<file path="src/rtl/led_display_scan_ctrl.sv">
// HUB75-style panel scan sequencer. Walks row pairs and BCM bit planes:
// request a column shift, pulse LAT, then un-blank for a plane-weighted time.
module led_display_scan_ctrl #(
  parameter int NUM_ROW_PIXELS = 32,
  parameter int NUM_COL_PIXELS = 64,
  parameter int COLOUR_DEPTH   = 4,
  parameter int BASE_ON_CYCLES = 16,
  parameter int LATCH_CYCLES   = 1,
  localparam int RA_W = $clog2(NUM_ROW_PIXELS / 2),
  localparam int PL_W = (COLOUR_DEPTH > 1) ? $clog2(COLOUR_DEPTH) : 1
) (
  input  logic            clk_in,
  input  logic            n_reset_in,
  input  logic            enable_in,
  input  logic            shift_done_in,
  output logic            shift_req_out,
  output logic [RA_W-1:0] shift_row_out,
  output logic [PL_W-1:0] shift_plane_out,
  output logic [RA_W-1:0] row_addr_out,
  output logic            latch_out,
  output logic            blank_out,
  output logic            frame_start_out,
  output logic            busy_out
);

  // Counter must hold the longest dwell (top plane) and the latch width.
  localparam int MAX_ON  = BASE_ON_CYCLES << (COLOUR_DEPTH - 1);
  localparam int CNT_MAX = (MAX_ON > LATCH_CYCLES) ? MAX_ON : LATCH_CYCLES;
  localparam int CNT_W   = (CNT_MAX > 1) ? $clog2(CNT_MAX) : 1;

  // Parameter sanity: the column count only matters to the PHY, but a
  // nonsensical panel geometry is still rejected at elaboration.
  if (NUM_ROW_PIXELS < 4 || (NUM_ROW_PIXELS & (NUM_ROW_PIXELS - 1)) != 0)
    begin : g_bad_rows   $error("NUM_ROW_PIXELS must be a power of two >= 4"); end
  if (NUM_COL_PIXELS < 1) begin : g_bad_cols  $error("NUM_COL_PIXELS must be >= 1"); end
  if (COLOUR_DEPTH < 1)   begin : g_bad_depth $error("COLOUR_DEPTH must be >= 1"); end
  if (BASE_ON_CYCLES < 1) begin : g_bad_base  $error("BASE_ON_CYCLES must be >= 1"); end
  if (LATCH_CYCLES < 1)   begin : g_bad_lat   $error("LATCH_CYCLES must be >= 1"); end

  typedef enum logic [1:0] {IDLE, SHIFT, LATCH, DISPLAY} state_e;

  state_e            state_q, state_d;
  logic [RA_W-1:0]   row_q, row_d;
  logic [PL_W-1:0]   plane_q, plane_d;
  logic [CNT_W-1:0]  cnt_q, cnt_d;

  logic              shift_req_q, latch_q, blank_q, fs_q, busy_q;
  logic [RA_W-1:0]   shift_row_q, row_addr_q;
  logic [PL_W-1:0]   shift_plane_q;

  logic [CNT_W:0]    on_cyc;
  logic              dwell_done, lat_done, last_plane, last_row;

  // BCM weight: plane p stays lit for BASE_ON_CYCLES * 2^p cycles.
  assign on_cyc     = (CNT_W+1)'(BASE_ON_CYCLES) << plane_q;
  assign dwell_done = (cnt_q == CNT_W'(on_cyc - (CNT_W+1)'(1)));
  assign lat_done   = (cnt_q == CNT_W'(LATCH_CYCLES - 1));
  assign last_plane = (plane_q == PL_W'(COLOUR_DEPTH - 1));
  assign last_row   = (row_q == RA_W'(NUM_ROW_PIXELS / 2 - 1));

  // Next-state and counter logic; enable is only honoured at a dwell boundary.
  always_comb begin
    state_d = state_q;
    row_d   = row_q;
    plane_d = plane_q;
    cnt_d   = cnt_q;
    unique case (state_q)
      IDLE: begin
        if (enable_in) begin
          state_d = SHIFT;
          row_d   = '0;
          plane_d = '0;
          cnt_d   = '0;
        end
      end
      SHIFT: begin
        if (shift_done_in) begin
          state_d = LATCH;
          cnt_d   = '0;
        end
      end
      LATCH: begin
        if (lat_done) begin
          state_d = DISPLAY;
          cnt_d   = '0;
        end else begin
          cnt_d = cnt_q + CNT_W'(1);
        end
      end
      DISPLAY: begin
        if (dwell_done) begin
          cnt_d = '0;
          if (last_plane) begin
            plane_d = '0;
            row_d   = last_row ? '0 : row_q + RA_W'(1);
          end else begin
            plane_d = plane_q + PL_W'(1);
          end
          if (enable_in) begin
            state_d = SHIFT;
          end else begin
            state_d = IDLE;
            row_d   = '0;
            plane_d = '0;
          end
        end else begin
          cnt_d = cnt_q + CNT_W'(1);
        end
      end
      default: state_d = IDLE;
    endcase
  end

  // State and counter registers.
  always_ff @(posedge clk_in or negedge n_reset_in) begin
    if (!n_reset_in) begin
      state_q <= IDLE;
      row_q   <= '0;
      plane_q <= '0;
      cnt_q   <= '0;
    end else begin
      state_q <= state_d;
      row_q   <= row_d;
      plane_q <= plane_d;
      cnt_q   <= cnt_d;
    end
  end

  // Outputs registered from the next state so they line up with the state.
  // Row address only moves on SHIFT->LATCH, i.e. while the panel is blanked.
  always_ff @(posedge clk_in or negedge n_reset_in) begin
    if (!n_reset_in) begin
      shift_req_q   <= 1'b0;
      shift_row_q   <= '0;
      shift_plane_q <= '0;
      row_addr_q    <= '0;
      latch_q       <= 1'b0;
      blank_q       <= 1'b1;
      fs_q          <= 1'b0;
      busy_q        <= 1'b0;
    end else begin
      shift_req_q   <= (state_d == SHIFT);
      shift_row_q   <= (state_d == SHIFT) ? row_d : '0;
      shift_plane_q <= (state_d == SHIFT) ? plane_d : '0;
      if (state_q == SHIFT && state_d == LATCH) row_addr_q <= row_q;
      latch_q       <= (state_d == LATCH);
      blank_q       <= (state_d != DISPLAY);
      fs_q          <= (state_d == SHIFT) && (state_q != SHIFT) &&
                       (row_d == '0) && (plane_d == '0);
      busy_q        <= (state_d != IDLE);
    end
  end

  assign shift_req_out   = shift_req_q;
  assign shift_row_out   = shift_row_q;
  assign shift_plane_out = shift_plane_q;
  assign row_addr_out    = row_addr_q;
  assign latch_out       = latch_q;
  assign blank_out       = blank_q;
  assign frame_start_out = fs_q;
  assign busy_out        = busy_q;

endmodule

</file>
<file path="config.mk">
export PLATFORM = sky130hd
export DESIGN_NAME = led_display_scan_ctrl
export DESIGN_NICKNAME = d
export VERILOG_FILES = /design/src/rtl/led_display_scan_ctrl.sv
export SDC_FILE = /design/constraint.sdc
export NUM_CORES = 1
export LEC_CHECK = 0
export CAP_MARGIN = 20
export CORE_MARGIN = 1.5
export CORE_UTILIZATION = 30
export CTS_BUF_LIST = sky130_fd_sc_hd__clkbuf_8
export CTS_CLUSTER_DIAMETER = 50
export DETAILED_ROUTE_END_ITERATION = 7
export GPL_ROUTABILITY_DRIVEN = 0
export GPL_TIMING_DRIVEN = 0
export PLACE_DENSITY = 0.53
export SLEW_MARGIN = 20
export SYNTH_ARGS = -nofsm -noshare
export SYNTH_HDL_FRONTEND = slang
export SYNTH_SLANG_ARGS = --single-unit
</file>
<file path="constraint.sdc">
create_clock -name clk_in -period 4 [get_ports clk_in]
set_clock_uncertainty 0.2 [all_clocks]
set_input_delay 1.2 -clock clk_in [delete_from_list [all_inputs] [get_ports clk_in]]
set_output_delay 1.2 -clock clk_in [all_outputs]
set_load 0.02 [all_outputs]
</file>
; ---- Word-level counts from Yosys, hierarchy flattened
; Cells that the tools add are included.
; W data, S select, Z words.
[word_totals]
ff_bits = 30
input_bits = 4
out_inout_bits = 15
elab_cells = 63
[op_classes]
n_addsub = 4
eq_ne = 12
shift = 1
mux = 24
n_reduce_logical = 10
[ops]
columns = cell, count
row1 = $mux W7, 4
row2 = $pmux W7 S4, 1
row3 = $mux W4, 6
row4 = $mux W2, 9
row5 = $eq A2 B2 Y1 const B, 4
row6 = $pmux W2 S4, 1
row7 = $pmux W4 S2, 1
row8 = $add A7 B1 Y7 const B, 1
row9 = $eq A7 B7 Y1, 1
row10 = $logic_not A7 Y1, 1
row11 = $shl A5 B2 Y7 const A, 1
row12 = $sub A7 B1 Y7 const B, 1
row13 = $ne A2 B2 Y1 const B, 3
row14 = $add A4 B1 Y4 const B, 1
row15 = $eq A2 B1 Y1 const B, 2
row16 = $eq A4 B4 Y1 const B, 1
row17 = $logic_and A1 B1 Y1, 4
row18 = $logic_not A2 Y1, 2
row19 = $logic_not A4 Y1, 1
row20 = $pmux W2 S2, 1
row21 = $add A2 B1 Y2 const B, 1
row22 = $ne A2 B1 Y1 const B, 1
row23 = $reduce_and A2 Y1, 1
row24 = $reduce_bool A2 Y1, 1
row25 = $mux W1, 1

; ---- Depth between registers and ports, before layout
; Gate-level depths: netlist (run 1).
[depth]
word_depth = 9
depth_mapped = 8
depth_no_buf = 8

; ---- Worst setup path before layout (run 1)
; OpenSTA, ideal clock, no wires.
[synth_path]
path_kind = input to register
startpoint = input port enable_in
endpoint = register row_addr_q[0], in the netlist row_addr_out[0]
arrival_time_ps = 2401
t_required_ps = 3672
path_slack_ps = 1271
cell_stages = 6
cell_sequence = clkbuf_1 -> nand2b_1 -> o32ai_1 -> a211oi_4 -> nor3_4 -> mux2_1
[synth_between]
elab_chain_cells = 5
[synth_rtl]
columns = item, line
row1 = start: declaration, 14  ; input logic enable_in,
row2 = $mux W1, 99  ; if (enable_in) begin
row3 = $mux W2, 91  ; if (dwell_done) begin
row4 = $pmux W2 S4 *, 67  ; unique case (state_q)
row5 = via state_d[0], 42  ; state_e state_q, state_d;
row6 = $eq A2 B2 Y1 *, 145  ; if (state_q == SHIFT && state_d == LATCH) row_addr_q <= row_q;
row7 = $logic_and A1 B1 Y1 *, 145
row8 = end signal: assignment, 145
row9 = end: declaration, 48  ; logic [RA_W-1:0] shift_row_q, row_addr_q;
; Mark *: on every way through the listed nets, which the timed path passes. The rest lies on a longest branch.
; A chain may end at the register's enable or synchronous reset.

; ---- Worst setup path after layout (run 1)
[layout_path]
startpoint = input port shift_done_in
endpoint = register row_addr_q[0], in the netlist row_addr_out[0]
[layout_between]
elab_chain_cells = 4
[layout_rtl]
columns = item, line
row1 = start: declaration, 15  ; input logic shift_done_in,
row2 = $mux W2, 77  ; if (shift_done_in) begin
row3 = $pmux W2 S4, 67
row4 = via state_d[0], 42
row5 = $eq A2 B2 Y1, 145
row6 = $logic_and A1 B1 Y1, 145
; The timed path passes the listed nets, and every way through them passes these cells.

==> flow_summary.toml, run 1 <==
[run_status]
outcome = "finished clean"

[routing]
drc = 0
via_per_inst = 5.144
ant_nets = 0
drtPass1Iterations = 4
vias = 1322
finalWirelength_mm = 3.585
wl_per_cell_um = 13.95
drtIter0Drc = 85

[setup_path]
start_kind = "input pin"
cp.required_ps = 3960
crit_type = "input pin to flip-flop"
worstSetupEndpointType = "flip-flop"
crit_fanout = 8
critPathArrivalTime_ps = 3050
r2r_slack_ps = 1230

[floorplan]
rows = 26
core_um2 = 5205
start_util_pct = 31.66
ioPinCount = 19
die_h_um = 77.12
fp.dieW_um = 77.12
die_area_um2 = 5947

[logic_synthesis]
synth_area_um2 = 1648
ys_seq_area_share_pct = 45.63
synth_edf_count = 0
yosys_warnings = 0
post_synth.cell_area_avg_um2 = 10.17
synth-seq-cells = 30
async_reset_ff_share_pct = 100.0
synth_ff_type = "dfrtp_1"
postSynthCellCount = 162
synth_cell_type_count = 47
synth_nets = 176

[worst_hold_path]
worst_hold_path_type = "flip-flop to flip-flop"

[timing]
drv_slew = 0
fmax_mhz = 323.6
rsz0062_at_grt = "no"
min_period_over_period_pct = 77.26
final-hold-violation-count = 0
min_period_ps = 3091
slew_headroom_pct = 55.22
setup_viol = 0
setup_ws_ps = 909.4
max_slew.worst_pin.slew_ps = 671.7
fin_tns_setup_ps = 0

[grt]
antenna_found_initial = 0
grt_pass1_wl_mm = 6.423
grt_max_degree = 31
grtUsageTotal_pct = 13.92
first_global_vias = 1348
grt_overflow = 0

[power_and_ir_drop]
powerDensity_nw_per_um2 = 591.5
p_leak_uw = 0.0009053
switching_power_uw = 499.7
p_comb_share_pct = 46.5
cellInternalPower_uw = 680.8
netSwitchingFraction_pct = 42.33
pwr-share-clk_pct = 21.9
pwr-share-seq_pct = 31.6
vdd_ir_drop_max_mv = 0.2901

[clocking]
cts.sinks = 30
cts.clk_slew.worst_paths_ps = 70
htreeDepth = 2
clk_latency_ps = 280
cts_setup_buffers = 0
clockBufferDepth = 2
hold_buffers = 0
root_buffer = "clkbuf_8"
post_cts_resized = 0
numCtsBuffers = 5
cts_tree = "done"

[layout]
final_common_cell = "dfrtp_1"
fillCellCount = 556
layout-drive-gt1-share_pct = 11.76
area_growth_pct = 21.11
antenna_cells = 0
final_cell_mix = "29 x dfrtp_1, 16 x clkdlybuf4s50_1, 14 x nand2_1, 13 x nor2_1, 12 x inv_1"
nets = 200
fin_util_pct = 38.34

[place]
dp_slack_ps = 590.3
port-buffer-count = 17
dp_hpwl_mm = 2.610

[job]
cap_violations = 0
-- final timing paths --
kind,to,start,cells after the start
max,row_addr_out[0],shift_done_in,6
min,row_addr_out[3],row_addr_out[3],1
max reg2reg,row_addr_out[0],plane_q[0],7
min reg2reg,row_addr_out[3],row_addr_out[3],1
max in group asynchronous,cnt_q[0],n_reset_in,1
min in group asynchronous,state_q[0],n_reset_in,1
-- final cells by class --
class | count | area (um2) | area share [%]
multi-input combinational | 117 | 839.6 | 42.07
sequential | 30 | 752.0 | 37.68
timing repair buffer | 17 | 165.2 | 8.276
tap | 70 | 87.58 | 4.389
clock buffer | 6 | 82.58 | 4.138
inverter | 14 | 52.55 | 2.633
clock inverter | 2 | 12.51 | 0.6270
buffer | 1 | 3.754 | 0.1881
-- power groups by stage --
| stage | logic (uW) | registers [uW] | clock network [uW] |
|---|---|---|---|
| final | 549 | 373 | 259 |
| after global routing | 612 | 379 | 286 |
| after CTS | 551 | 373 | 270 |
| after detailed placement | 548 | 378 | 0 |
| after global placement | 535 | 377 | 0 |
| after floorplan | 376 | 399 | 0 |
-- Yosys cell counts, types with 2 or more instances --
cell | n | area share (%)
a211oi_1 | 2 | 0.91
a21o_1 | 2 | 0.91
a21oi_1 | 3 | 0.91
a311oi_1 | 3 | 1.6
a31oi_1 | 5 | 1.9
a41oi_1 | 3 | 1.6
and3_1 | 2 | 0.76
dfrtp_1 | 29 | 44
ha_1 | 10 | 7.6
inv_1 | 12 | 2.7
inv_2 | 2 | 0.46
mux2_1 | 4 | 2.7
nand2_1 | 14 | 3.2
nand2b_1 | 7 | 2.7
nand3_1 | 2 | 0.61
nor2_1 | 13 | 3.0
nor2_2 | 2 | 0.76
nor2b_1 | 5 | 1.9
nor3_1 | 3 | 0.91
o21ai_0 | 4 | 1.2
o21ai_1 | 6 | 1.8
o41ai_1 | 2 | 1.1
xnor2_1 | 3 | 1.6
-- registers in the layout (all words and copies together), names as in the netlist, 2 cells and up --
register / flops
shift_plane_out: 2
shift_row_out: 4
cnt_q: 7
plane_q: 2
state_q: 2
row_addr_out: 4
row_q: 4
-- kinds of logic (layout without fill, tap and decap cells) --
logic type	after synthesis	count (layout)	share of synthesized area [%]
fa+ha+maj	10	10	7.593
compound gates	38	38	17.08
simple gates	58	58	18.91
flops	30	30	45.63
mux	6	6	4.252
buf+inv	15	40	3.417
xor+xnor	5	5	3.114
-- critical path, cell delays in order --
cell and delay (ps):
clkdlybuf4s50_1 460, o31ai_1 320, nor3_1 130, a211oi_4 490
nor3_4 110, mux2_1 340
-- metrics by stage --
| step | power, uW | std cells | hold WS (ps) | cell area [um2] |
|---|---|---|---|---|
| after detailed placement | 926.1 | 249 | 278.5 | 1901 |
| after global routing | 1276 | 257 | 325.6 | 1996 |
| after global placement | 911.7 | 249 | 274.0 | 1906 |
| after CTS | 1195 | 257 | 296.3 | 1996 |
| final | 1180 | 257 | 293.3 | 1996 |
| after floorplan | 774.7 | 162 | 292.9 | 1648 |
-- routing by layer --
metal	part of all wire [%]	global-route usage [%]
met5	0	0
met4	2.2	6.727
met3	6.3	4.048
met2	47	22.74
met1	44	16.74
No activity file was read; power rests on OpenSTA's default activity.
==> run 2: changes to the inputs <==
--- a/config.mk
+++ b/config.mk
@@ -13,7 +13,7 @@
 export DETAILED_ROUTE_END_ITERATION = 7
 export GPL_ROUTABILITY_DRIVEN = 0
 export GPL_TIMING_DRIVEN = 0
-export PLACE_DENSITY = 0.53
+export PLACE_DENSITY = 0.55
 export SLEW_MARGIN = 20
 export SYNTH_ARGS = -nofsm -noshare
 export SYNTH_HDL_FRONTEND = slang
==> constraint.sdc (replaced) <==
create_clock -name clk_in -period 2.7 [get_ports clk_in]
set_clock_uncertainty 0.2 [all_clocks]
set_input_delay 0.81 -clock clk_in [delete_from_list [all_inputs] [get_ports clk_in]]
set_output_delay 0.81 -clock clk_in [all_outputs]
set_load 0.02 [all_outputs]
==> run 2 against run 1 <==
Against the previous run:
- critical path depth grew 2
- count of clock-buffer cells in the layout is the same
- worst setup slack lost 800 ps
- critical endpoint is now frame_start_out
- largest cell class unchanged
==> flow_summary.toml, run 2 (same netlist as run 1, synthesis figures left out) <==
[layout]
stdcell_count = 263
nets = 206
antenna_cells = 0
area_growth_pct = 31.74
layout-drive-gt1-share_pct = 19.69
final_cell_mix = "27 x dfrtp_1, 16 x clkdlybuf4s50_1, 14 x nand2_1, 12 x inv_1, 12 x nor2_1"
fin_area_um2 = 2171
fillCellCount = 524
final_common_cell = "dfrtp_1"
regMostFlops = "cnt_q"
largest_register_ffs = 7

[place]
placed_cell_area_um2 = 1901
port-buffer-count = 17
dp_slack_ps = -325.3
dp.cells = 249
dp_hpwl_mm = 2.417

[routing]
wl_per_cell_um = 13.25
drc = 0
drtIter0Drc = 50
via_per_inst = 4.856
finalWirelength_mm = 3.486
ant_nets = 0
vias = 1277
drtPass1Iterations = 4

[grt]
grt_max_degree = 31
grtUsageTotal_pct = 12.92
grt_pass1_wl_mm = 5.968
first_global_vias = 1230
antenna_found_initial = 0
grt_overflow = 0

[clocking]
clockBufferDepth = 2
htreeDepth = 2
root_buffer = "clkbuf_8"
cts.sinks = 30
clk_latency_ps = 290
cts_tree = "done"
numCtsBuffers = 5
cts.clk_slew.worst_paths_ps = 70

[floorplan]
die_area_um2 = 5947
core_um2 = 5205
die_h_um = 77.12
ioPinCount = 19
rows = 26
start_util_pct = 31.66
fp.dieW_um = 77.12

[timing]
setup_viol = 0
min_period_over_period_pct = 95.85
min_period_ps = 2588
fmax_mhz = 386.4
setup_ws_ps = 112.1
slew_headroom_pct = 55.99
max_slew.worst_pin.slew_ps = 660.2
drv_slew = 0
fin_tns_setup_ps = 0
final-hold-violation-count = 0

[setup_path]
critPathArrivalTime_ps = 2580
cp.required_ps = 2700
cp_slowest_cell = "dfrtp_2"
start_kind = "flip-flop"
worstSetupEndpointType = "flip-flop"
crit_fanout = 6
crit_type = "flip-flop to flip-flop"
slowest_delay_ps = 440
crit_chain = "ha_1 -> xnor2_2 -> buf_4 -> mux2i_4 -> a311oi_1 -> a31oi_1 -> nand4_1 -> nor4_2"

[power_and_ir_drop]
power.total_uw = 2101
powerDensity_nw_per_um2 = 967.7
p_leak_uw = 0.0009772
vdd_ir_drop_max_mv = 0.7092

[job]
cap_violations = 0

[worst_hold_path]
worst_hold_path_type = "flip-flop to flip-flop"

[run_status]
outcome = "finished clean"
## run 2: changes by cell type in the layout (fill, tap and decap cells not counted), sizes merged
cell / delta
buf: +6
bufinv: +2
clkinv: -1
clkinvlp: -1
## run 2: path summary, 6_finish.rpt
kind | start | endpoint | slack [ps] | cells after the start
max | plane_q[0] | frame_start_out | 110 | 8
min | row_addr_out[0] | row_addr_out[0] | 290 | 1
max reg2reg | plane_q[0] | frame_start_out | 110 | 8
min reg2reg | row_addr_out[0] | row_addr_out[0] | 290 | 1
max in group asynchronous | n_reset_in | state_q[0] | 1480 | 1
min in group asynchronous | n_reset_in | cnt_q[0] | 350 | 1
## run 2: critical path, delay by kind of cell (launching register included)
family,cells,cell delay (ps)
adders and majority gates,1,240
muxes,1,330
and+or+nand+nor,2,450
xor gates and xnor gates,1,200
buffers and inverters,1,160
AOI/OAI and AO/OA,2,470
DFF,1,440
## run 2: stage by stage
stage	utilization, %	hold WS [ps]
finish	41.71	289.1
global route	41.71	306.5
CTS	39.88	294.6
detailed placement	36.51	273.7
global placement	36.61	281.4
floorplan	-	292.9
## run 2: power by group
group          leakage, uW  switching (uW)  internal, uW
combinational     0.000503             558           409
sequential        0.000403            45.8           514
clock            0.0000714             180           394
total             0.000977             784          1320
## run 2: what timing repair did
action	in CTS	in global routing
setup buffers	0	6
pin swaps	1	6
setup endpoints to repair	4	10
resized for setup	6	10
hold endpoints to repair	0	0
hold buffers	0	0
## run 2: layout make-up
cell class | instances | area [um2] | area share (%)
timing repair buffer | 23 | 210.2 | 9.683
inverter | 14 | 52.55 | 2.421
clock inverter | 2 | 60.06 | 2.767
tap | 70 | 87.58 | 4.035
multi-input combinational | 117 | 919.6 | 42.36
sequential | 30 | 754.5 | 34.76
buffer | 1 | 3.754 | 0.1729
clock buffer | 6 | 82.58 | 3.804
## run 2: per-layer routing
metal	share of wire, %	vias to the layer above	GRT usage (%)
li1	-	641	-
met2	44	31	18.41
met5	0	-	0
met4	1.3	0	6.545
met1	49	601	17.81
met3	4.8	4	3.571
